File: src/rtl/prio_dec16.sv
// Sequential 4-to-16 priority-code decoder: each accepted code drives a one-hot
// grant for HOLD_CYCLES cycles, with a one-deep pending buffer for back-to-back codes.
module prio_dec16 #(
  parameter int HOLD_CYCLES = 4,
  parameter int CNT_W       = 8
) (
  input  logic        clk,
  input  logic        rst,
  input  logic        V,
  input  logic [3:0]  Q,
  output logic        RDY,
  output logic [15:0] Y,
  output logic        ACT,
  output logic        DONE
);

  typedef enum logic {
    IDLE = 1'b0,
    HOLD = 1'b1
  } state_t;

  localparam logic [CNT_W-1:0] RELOAD = CNT_W'(HOLD_CYCLES - 1);

  state_t            state_q, state_d;
  logic [CNT_W-1:0]  cnt_q, cnt_d;
  logic [15:0]       y_q, y_d;
  logic              pend_vld_q, pend_vld_d;
  logic [3:0]        pend_code_q, pend_code_d;
  logic              xfer_s;
  logic              final_s;

  assign RDY     = !rst && !pend_vld_q;
  assign xfer_s  = V && RDY;
  assign final_s = (state_q == HOLD) && (cnt_q == {CNT_W{1'b0}});
  assign Y       = y_q;
  assign ACT     = (state_q == HOLD);
  assign DONE    = final_s;

  // State register with synchronous reset
  always_ff @(posedge clk) begin
    if (rst) begin
      state_q     <= IDLE;
      cnt_q       <= {CNT_W{1'b0}};
      y_q         <= 16'h0000;
      pend_vld_q  <= 1'b0;
      pend_code_q <= 4'h0;
    end else begin
      state_q     <= state_d;
      cnt_q       <= cnt_d;
      y_q         <= y_d;
      pend_vld_q  <= pend_vld_d;
      pend_code_q <= pend_code_d;
    end
  end

  // Next-state logic
  always_comb begin
    state_d     = state_q;
    cnt_d       = cnt_q;
    y_d         = y_q;
    pend_vld_d  = pend_vld_q;
    pend_code_d = pend_code_q;
    case (state_q)
      IDLE: begin
        if (xfer_s) begin
          y_d     = 16'h0001 << Q;
          cnt_d   = RELOAD;
          state_d = HOLD;
        end else begin
          y_d = 16'h0000;
        end
      end
      HOLD: begin
        if (!final_s) begin
          cnt_d = cnt_q - {{(CNT_W-1){1'b0}}, 1'b1};
          if (xfer_s) begin
            pend_vld_d  = 1'b1;
            pend_code_d = Q;
          end else begin
            pend_vld_d = pend_vld_q;
          end
        end else if (pend_vld_q) begin
          // Pending code takes over with no idle gap
          y_d        = 16'h0001 << pend_code_q;
          cnt_d      = RELOAD;
          pend_vld_d = 1'b0;
        end else if (xfer_s) begin
          y_d   = 16'h0001 << Q;
          cnt_d = RELOAD;
        end else begin
          y_d     = 16'h0000;
          state_d = IDLE;
        end
      end
      default: begin
        state_d    = IDLE;
        y_d        = 16'h0000;
        cnt_d      = {CNT_W{1'b0}};
        pend_vld_d = 1'b0;
      end
    endcase
  end

endmodule
File: config.mk
export PLATFORM = sky130hd
export DESIGN_NAME = prio_dec16
export DESIGN_NICKNAME = d
export VERILOG_FILES = /design/src/rtl/prio_dec16.sv
export SDC_FILE = /design/constraint.sdc
export NUM_CORES = 1
export LEC_CHECK = 0
export ABC_CLOCK_PERIOD_IN_PS = 4600
export CELL_PAD_IN_SITES_DETAIL_PLACEMENT = 0
export CELL_PAD_IN_SITES_GLOBAL_PLACEMENT = 1
export CORE_MARGIN = 2
export CORE_UTILIZATION = 42
export CTS_CLUSTER_SIZE = 30
export DETAILED_ROUTE_END_ITERATION = 8
export PLACE_DENSITY_LB_ADDON = 0.1
export SYNTH_ARGS = -nofsm -noshare
export SYNTH_HDL_FRONTEND = slang
export SYNTH_SLANG_ARGS = --single-unit
File: constraint.sdc
create_clock -name clk -period 4.6 [get_ports clk]
set_input_delay 1.15 -clock clk [delete_from_list [all_inputs] [get_ports clk]]
set_output_delay 1.15 -clock clk [all_outputs]
set_load 0.05 [all_outputs]
# Word-level counts from Yosys, hierarchy flattened
# Index checks and enable logic that the tools add are counted.
# totals
register_bits	30
inputBits	7
output_inout_bits	19
word_cells	34
# op_classes
n_addsub	1
n_eq_ne	1
shift	2
n_mux	14
bitwise_logic	2
reduce_logical	9
# op_table
cell	count
two-way mux 16 bit	3
case mux 16 bit (2 select lines)	1
left shift 1 x 4 -> 16 bit, first input constant	2
two-way mux 8 bit	3
case mux 8 bit (2 select lines)	1
logical NOT 8 bit	1
subtractor 8 x 1 -> 8 bit, second input constant	1
two-way mux 1 bit	5
logical AND 1 bit	3
AND reduction 3 bit	1
logical NOT 1 bit	2
inequality test 2 bit, second input constant	1
inverter 1 bit	2
case mux 1 bit (2 select lines)	1
AND reduction 2 bit	1
nonzero test 2 bit	1

# Logic depth before layout (Yosys ltp)
# Gate-level depths: netlist of run 1.
# depth
word_depth	7
depth_mapped	7

# Worst setup path before layout of run 1
# OpenSTA, ideal clock, no wires.
# synth_path
path_type	register to output
start	register state_q (netlist: ACT)
end	output DONE
arrival_ps	2094
required_time_ps	3450
slack_ps	1356
stages_incl_launch_ff	5
path_cell_list	dfxtp_1 clkbuf_1 nor2b_1 nand2_1 nor2_1
# synth_via
elab_chain_len	1
# synth_lines
item	line	source
start, declared	24	state_t state_q, state_d;
start signal, assigned	48	state_q <= state_d;
logical AND 1 bit	34	assign final_s = (state_q == HOLD) && (cnt_q == {CNT_W{1'b0}});
end, declared	14	output logic DONE
# Every way passes these cells.

# Worst setup path in the final report of run 1
# layout_path
start	register cnt_q[2]
end	output DONE
# layout_via
elab_chain_len	2
# layout_lines
item	line	source
start, declared	25	logic [CNT_W-1:0] cnt_q, cnt_d;
start signal, assigned	43	cnt_q <= {CNT_W{1'b0}};
start signal, assigned	49	cnt_q <= cnt_d;
logical NOT 8 bit	34	
logical AND 1 bit	34	
# Every way passes these cells.

==> results of run 1 <==
-- path summary, 6_finish.rpt --
path / startpoint / to / slack (ns) / depth (start not counted)
setup / recovery: cnt_q[2] / DONE / 1.09 / 4
setup reg to reg: cnt_q[0] / cnt_q[2] / 2.28 / 6
hold reg to reg: Y[12] / Y[12] / 0.49 / 2
hold / removal: Y[12] / Y[12] / 0.49 / 2
-- registers in the layout (all words and copies together) (netlist names) --
register,cells
Y,16
pend_vld_q,1
pend_code_q,4
cnt_q,8
ACT,1
-- per-stage QoR --
stage,utilization (%),area [um2],hold slack [ns],std cells
detailed placement,50.14,1808,0.4816,247
CTS,52.67,1899,0.4937,255
global placement,50.14,1808,0.4788,247
floorplan,-,1558,0.4778,184
global route,52.67,1899,0.5109,255
finish,52.67,1899,0.4919,255
-- cells in the final DEF (no fill, tap or decap), types with 2 or more instances in the layout --
cell type and count:
a211oi_1 11, a211oi_2 2, a21oi_1 5, a311oi_1 5, a31oi_1 2, buf_4 3, clkbuf_8 6, clkdlybuf4s50_1 24
dfxtp_1 30, ha_1 2, inv_1 3, mux2i_1 5, nand2_1 7, nand2b_1 3, nand3_1 8, nand4_1 2
nand4b_1 2, nor2_1 38, nor2b_1 3, nor3_1 22, nor3b_2 2, nor4_1 3, o21a_1 2
-- power by group through the flow --
stage | combinational, mW | sequential (mW) | clock, mW
5_1_grt | 0.195 | 0.299 | 0.239
3_5_place_dp | 0.180 | 0.301 | 0
2_1_floorplan | 0.108 | 0.327 | 0
4_1_cts | 0.181 | 0.295 | 0.224
6_report | 0.180 | 0.295 | 0.216
3_3_place_gp | 0.176 | 0.300 | 0
-- logic make-up after synthesis --
family	after synthesis
flip-flops	30
multiplexers	5
adder cells (fa/ha/maj)	2
AO/OA/AOI/OAI	35
buffers and inverters	15
AND/OR/NAND/NOR	97
-- worst reg2reg max path, cell delays in order (launching register included) --
cell,delay (ns)
dfxtp_1,0.35
inv_1,0.09
ha_1,0.24
or3b_2,0.55
o21ai_4,0.53
nand2_1,0.19
a311oi_1,0.27
-- layout make-up --
class	instances	area (um2)	area share, %
inverters	3	11.26	0.5929
multi-input cells	139	873.3	45.98
flip-flops and latches	30	600.6	31.62
repair buffers	27	262.8	13.83
clock buffers	7	86.33	4.545
clock inverters	1	5.005	0.2635
well taps	48	60.06	3.162
-- metal layers --
metal | vias up | wire length [um]
met4 | 0 | 68
met2 | 38 | 1566
met5 | - | 0
li1 | 717 | -
met1 | 669 | 1820
met3 | 8 | 179
==> flow_summary.ini, run 1 <==
[route]
vias = 1432
viasPerCell = 5.616
wl_per_cell_um = 14.25
wirelength_um = 3634
first_pass_iters = 4
drc = 0
drt_iter0_markers = 104
ant_nets = 0

[clock_tree]
postCtsHoldBufs = 0
clkTransAtPathRegs_ns = 0.06
cts_resized = 0
post_cts_buffers = 0
cts_buffers = 5
cts.sinks = 30
cts_max_level = 2
clk_path_buf_depth = 2
cts-root-buf = clkbuf_8
cts_tree = done
clk_latency_ns = 0.28

[floorplanning]
coreArea_mm2 = 0.003606
die_w_um = 64.90
start_util_pct = 43.20
rows = 22
dieArea_mm2 = 0.004212
die_h_um = 64.90
ios = 26

[final_layout]
antennaDiodeCount = 0
drive_above_1_share_pct = 10.63
area_growth_syn_to_layout_pct = 21.93
n_fill_cell = 360
fin_nets = 215

[yosys]
yosysTopAreaCell = dfxtp_1
synth_cell_types = 39
seq_area_frac_synth_pct = 38.55
avgSynthCellArea_um2 = 8.466
ys_ff_latch = 30
synth_top_area_share_pct = 38.55
yosys_warnings = 0
netlist_instances = 184
synth_edf_count = 0
synthSimpleGateAreaFrac_pct = 31.41
synth-adder-area-share_pct = 1.606
synth_ff_type = dfxtp_1
yosys-top-cells-count = nor2_1, dfxtp_1, nor3_1, a211oi_1, nand3_1
synth_mux_area_share_pct = 3.213
syn_area_mm2 = 0.001558
synth_top_family_by_area = simple AND/OR/NAND/NOR gates
synth_compound_area_share_pct = 19.84
async_reset_ff_share_pct = 0
synth_most_common_cell = nor2_1
synth_nets = 193
synthXorXnorAreaFrac_pct = 0
ys_top_cells_by_area = dfxtp_1, nor2_1, nor3_1

[timing]
setup-tns-final_ns = 0
drv_slew = 0
fin_ws_ns = 1.091
finalCritPeriodShare_pct = 76.29
fin_worst_skew_ns = 0.004393
slew_headroom_pct = 54.45
setup_viol = 0
worst-slew-pin-transition_ns = 0.6770
hold_viol = 0
fmax_mhz = 284.9
grt_setup_unrepaired = false
period_needed_ns = 3.509

[global_routing]
grt_use_met1_pct = 27.57
overflow = 0
grt_max_degree = 24
grtUsageTotal_pct = 19.67
antenna_found_initial = 0
grt_pass1_wl_um = 6368
grt_busiest_layer = met2
grtUsageMet2_pct = 28.87
grt_pass1_vias = 1310
groute.layer.met3.usage_pct = 4.167

[status]
outcome = completed

[power]
swShare_pct = 33.21
p_leak_nw = 0.6849
power_frac_seq_pct = 42.7
clkPwrFrac_pct = 31.3
p_int_mw = 0.4617
power.total_mw = 0.6913
p_per_area_mw_per_mm2 = 363.9
switchingPower_mw = 0.2296
ir_worst_vdd_mv = 0.1981
p_comb_share_pct = 26.0

[worst_setup_path]
path_delay_family = simple AND/OR/NAND/NOR gates
worstSetupPathType = reg -> out
cp-end-kind = output pin
cp_data_arrival_time_ns = 2.36
start_kind = flip-flop
cp_slowest_cell = clkdlybuf4s50_1
slowest_delay_ns = 0.82
critPathMaxFanout = 7
crit_required_ns = 3.45
critPathBufInv = 1
crit_chain = nor4_1, nand2_1, nor2_1, clkdlybuf4s50_1

[placement]
place_congestion = 0.8129
dp_hpwl_um = 2636
pre_cts_slack_ns = 1.309
io_buffers = 25

[hold_path]
min_path_type = reg -> reg

[job]
maxCapViolations = 0
(Power assumes the default switching activity.)
==> inputs of run 2 (changes only) <==
ABC_CLOCK_PERIOD_IN_PS = 3100   (was 4600)
CORE_UTILIZATION = 35   (was 42)
clock period = 3.1 ns   (was 4.6 ns; I/O delays follow)
==> run 2 against run 1 <==
Against the previous run: global-route usage decreased by 3.0 points; wire length increased by 9.5%; sequential power increased by 47%; first-iteration DRC count decreased by 26%; clock power increased by 40%; register-to-register slack got worse by 1.3 ns; count of clock-buffer cells in the layout decreased by 1; largest power group unchanged; highest routed layer unchanged.
==> flow_summary.ini, run 2 (synthesis results as in run 1) <==
[clock_tree]
cts_max_level = 2
cts.sinks = 30
cts-root-buf = clkbuf_8
postCtsHoldBufs = 0
clkTransAtPathRegs_ns = 0.06
clk_latency_ns = 0.27
clk_path_buf_depth = 2
post_cts_buffers = 0
cts_tree = done
cts_resized = 0
cts_buffers = 5

[route]
wl_per_cell_um = 15.30
ant_nets = 0
viasPerCell = 5.473
drc = 0
first_pass_iters = 4
drt_iter0_markers = 77
wirelength_um = 3978
vias = 1423

[timing]
drv_slew = 0
setup-tns-final_ns = 0
slew_headroom_pct = 66.04
fin_ws_ns = 0.5595
fin_worst_skew_ns = 0.004342
finalCritPeriodShare_pct = 81.95
fmax_mhz = 393.6
grt_setup_unrepaired = false
worst-slew-pin-transition_ns = 0.5079
setup_viol = 0
hold_viol = 0
period_needed_ns = 2.540

[final_layout]
area_growth_syn_to_layout_pct = 23.78
fin_nets = 218
ff_latch_area_um2 = 600.6
n_fill_cell = 452
antennaDiodeCount = 0
largest_reg_flops = 16
layout_commonest_cell = nor2_1
layoutNonFillerInstCount = 260
drive_above_1_share_pct = 12.02
layout_common_cells = nor2_1, dfxtp_1, clkdlybuf4s50_1
multi_input_area_um2 = 873.3

[placement]
placedCellCount = 254
place_congestion = 0.8009
dp_hpwl_um = 2787
pre_cts_slack_ns = 0.4660
io_buffers = 25

[floorplanning]
coreArea_mm2 = 0.004324
die_w_um = 70.72
rows = 24
ios = 26
die_h_um = 70.72
dieArea_mm2 = 0.005001
start_util_pct = 36.02

[global_routing]
grtUsageTotal_pct = 16.69
grt_pass1_wl_um = 6651
antenna_found_initial = 0
grt_pass1_vias = 1377
grt_max_degree = 23
overflow = 0

[power]
p_per_area_mw_per_mm2 = 528.8
power.total_mw = 1.020
p_leak_nw = 0.7000
ir_worst_vdd_mv = 0.1822

[worst_setup_path]
worstSetupPathType = in -> out
cp-end-kind = output pin
start_kind = primary input
crit_required_ns = 2.32
critPathMaxFanout = 11
cp_data_arrival_time_ns = 1.77

[job]
maxCapViolations = 0

[hold_path]
min_path_type = reg -> reg

[status]
outcome = completed
## run 2: cell types whose count changed in the layout (fill, tap and decap cells not counted), sizes merged
cell           previous run  this run
clkinv                    1         0
clkbuf                    7         6
buf                       3         7
clkdlybuf4s50            24        23
## run 2: layer usage
layer,global-route usage [%],routed length (um)
met1,21.62,1868
met2,27.10,1941
met3,4.558,130
met4,5.241,38
met5,0,0
## run 2: final cells by class
type,count,share of cell area [%]
Sequential cell,30,31.15
Inverter,3,0.5840
Clock buffer,6,4.283
Timing Repair Buffer,30,15.31
Multi-Input combinational cell,139,45.30
Tap cell,52,3.374
## run 2: worst paths after layout
| check | start | endpoint | slack (ns) | cells after the start |
|---|---|---|---|---|
| min | Y[5] | Y[5] | 0.49 | 2 |
| max reg2reg | cnt_q[0] | Y[6] | 0.98 | 7 |
| min reg2reg | Y[5] | Y[5] | 0.49 | 2 |
| max | rst | RDY | 0.56 | 4 |
## run 2: where the power goes
group	leakage (nW)	switching, mW	internal, mW	total (mW)
combinational	0.413	0.181	0.104	0.285
sequential	0.244	0.0215	0.411	0.433
clock	0.0431	0.131	0.171	0.302
total	0.700	0.334	0.686	1.02
## run 2: worst max-delay path: stages
cell and delay (ns):
clkdlybuf4s50_1 0.45, buf_4 0.20, nor2_1 0.18, buf_12 0.16
## run 2: stage by stage
| stage | cell area, um2 | hold slack (ns) | util (%) |
|---|---|---|---|
| floorplan | 1558 | 0.4778 | - |
| global placement | 1846 | 0.4747 | 42.68 |
| detailed placement | 1846 | 0.4836 | 42.68 |
| CTS | 1928 | 0.4929 | 44.59 |
| global route | 1928 | 0.5050 | 44.59 |
| finish | 1928 | 0.4897 | 44.59 |
==> inputs of run 3 (changes only) <==
ABC_CLOCK_PERIOD_IN_PS = 2100   (was 3100)
clock period = 2.1 ns   (was 3.1 ns; I/O delays follow)
==> run 3 against run 2 <==
Against the previous run: sequential power increased by 47%; cell area increased by 6.6%; critical endpoint unchanged; final cell count increased by 3.5%; highest routed layer unchanged; critical path type unchanged.
==> flow_summary.ini, run 3 (synthesis results as in run 1) <==
[power]
p_per_area_mw_per_mm2 = 767.0
ir_worst_vdd_mv = 0.4089
p_leak_nw = 0.7624

[placement]
dp_hpwl_um = 2848
io_buffers = 25
place_congestion = 0.7935
placed_area_mm2 = 0.001929
pre_cts_slack_ns = -0.2254

[global_routing]
overflow = 0
grtUsageTotal_pct = 17.47
grt_max_degree = 32
grt_pass1_vias = 1465
antenna_found_initial = 0
grt_pass1_wl_um = 6927

[floorplanning]
die_h_um = 70.72
dieArea_mm2 = 0.005001
start_util_pct = 36.02
rows = 24
coreArea_mm2 = 0.004324
ios = 26
die_w_um = 70.72

[route]
ant_nets = 0
wl_per_cell_um = 14.67
vias = 1458
wirelength_um = 3947
drt_iter0_markers = 45
drc = 0
viasPerCell = 5.420
first_pass_iters = 4

[worst_setup_path]
path_delay_family = buffers and inverters
cp_data_arrival_time_ns = 1.51
critPathBufInv = 3
r2r_cells = 6
slowest_delay_ns = 0.54
start_kind = primary input
critPathMaxFanout = 31
crit_chain = clkdlybuf4s50_1, buf_12, nor2_2, buf_12
cp_common_cell = buf_12
crit_required_ns = 1.57
cp_slowest_cell = clkdlybuf4s50_1
worstSetupPathType = in -> out
cp_num_cells = 4
cp-end-kind = output pin

[final_layout]
layout_commonest_cell = nor2_1
fin_area_mm2 = 0.002056
area_growth_syn_to_layout_pct = 31.97
layout_common_cells = nor2_1, dfxtp_1, nor3_1, clkdlybuf4s50_1, buf_4
drive_above_1_share_pct = 18.43
largest_reg_flops = 16
fin_nets = 225
antennaDiodeCount = 0

[timing]
fmax_mhz = 490.8
period_needed_ns = 2.037
hold_viol = 0
setup_viol = 0
slew_headroom_pct = 66.21
setup-tns-final_ns = 0
finalCritPeriodShare_pct = 97.02
grt_setup_unrepaired = false
worst-slew-pin-transition_ns = 0.5052
fin_ws_ns = 0.06262
fin_hold_ws_ns = 0.4913
drv_slew = 0
fin_worst_skew_ns = 0.006579

[status]
outcome = completed

[job]
maxCapViolations = 0

[clock_tree]
clk_path_buf_depth = 2
clk_latency_ns = 0.28
cts-root-buf = clkbuf_8
cts_max_level = 2
clkTransAtPathRegs_ns = 0.06
post_cts_buffers = 0
cts_tree = done
cts_buffers = 5
cts.sinks = 30

[hold_path]
hold_path_depth = 2
min_path_type = reg -> reg
==> run 3: cell count changes in the layout (fill, tap and decap cells not counted), sizes merged <==
cell,change
buf,+8
clkbuf,+1
clkdlybuf4s50,-1
clkinv,+1
==> run 3: per-layer routing <==
metal	track usage, %	vias up	part of all wire, %
met2	29.80	22	51
met4	8.176	0	1.6
met3	5.128	6	3.2
met5	0	-	0
met1	20.07	699	44
li1	-	731	-
==> run 3: what timing repair did <==
action / CTS / global route
gates cloned: 0 / 0
hold buffers: 0 / 0
endpoints found under the setup margin: 1 / 7
gates resized for setup: 2 / 6
==> run 3: path summary, 6_finish.rpt <==
kind | slack [ns] | startpoint | to
setup / recovery | 0.06 | rst | RDY
setup reg to reg | 0.09 | cnt_q[1] | Y[13]
hold / removal | 0.49 | Y[13] | Y[13]
hold reg to reg | 0.49 | Y[13] | Y[13]
==> run 3: worst min-delay path: cells and delay by family (launching register included) <==
family,cells,cell delay [ns]
flops,1,0.31
simple gates,2,0.14
==> run 3: per-stage QoR <==
stage	power, mW	cells	utilization [%]
final	1.577	269	47.54
after global routing	1.663	269	47.54
after CTS	1.590	269	46.90
after detailed placement	1.100	261	44.62
after global placement	1.093	261	44.62
after floorplan	0.9569	184	-
==> run 3: cell type report <==
| type | instances | area, um2 |
|---|---|---|
| fill | 441 | 2268 |
| inverter | 3 | 11.26 |
| multi-input combinational | 139 | 903.4 |
| clock buffer | 7 | 86.33 |
| timing repair buffer | 37 | 382.9 |
| tap | 52 | 65.06 |
| sequential | 30 | 601.8 |
| clock inverter | 1 | 5.005 |
==> run 3: where the power goes <==
part / internal (mW) / total, mW / switching [mW]
logic: 0.180 / 0.457 / 0.277
registers: 0.607 / 0.638 / 0.0313
clock network: 0.264 / 0.481 / 0.217
total: 1.05 / 1.58 / 0.526
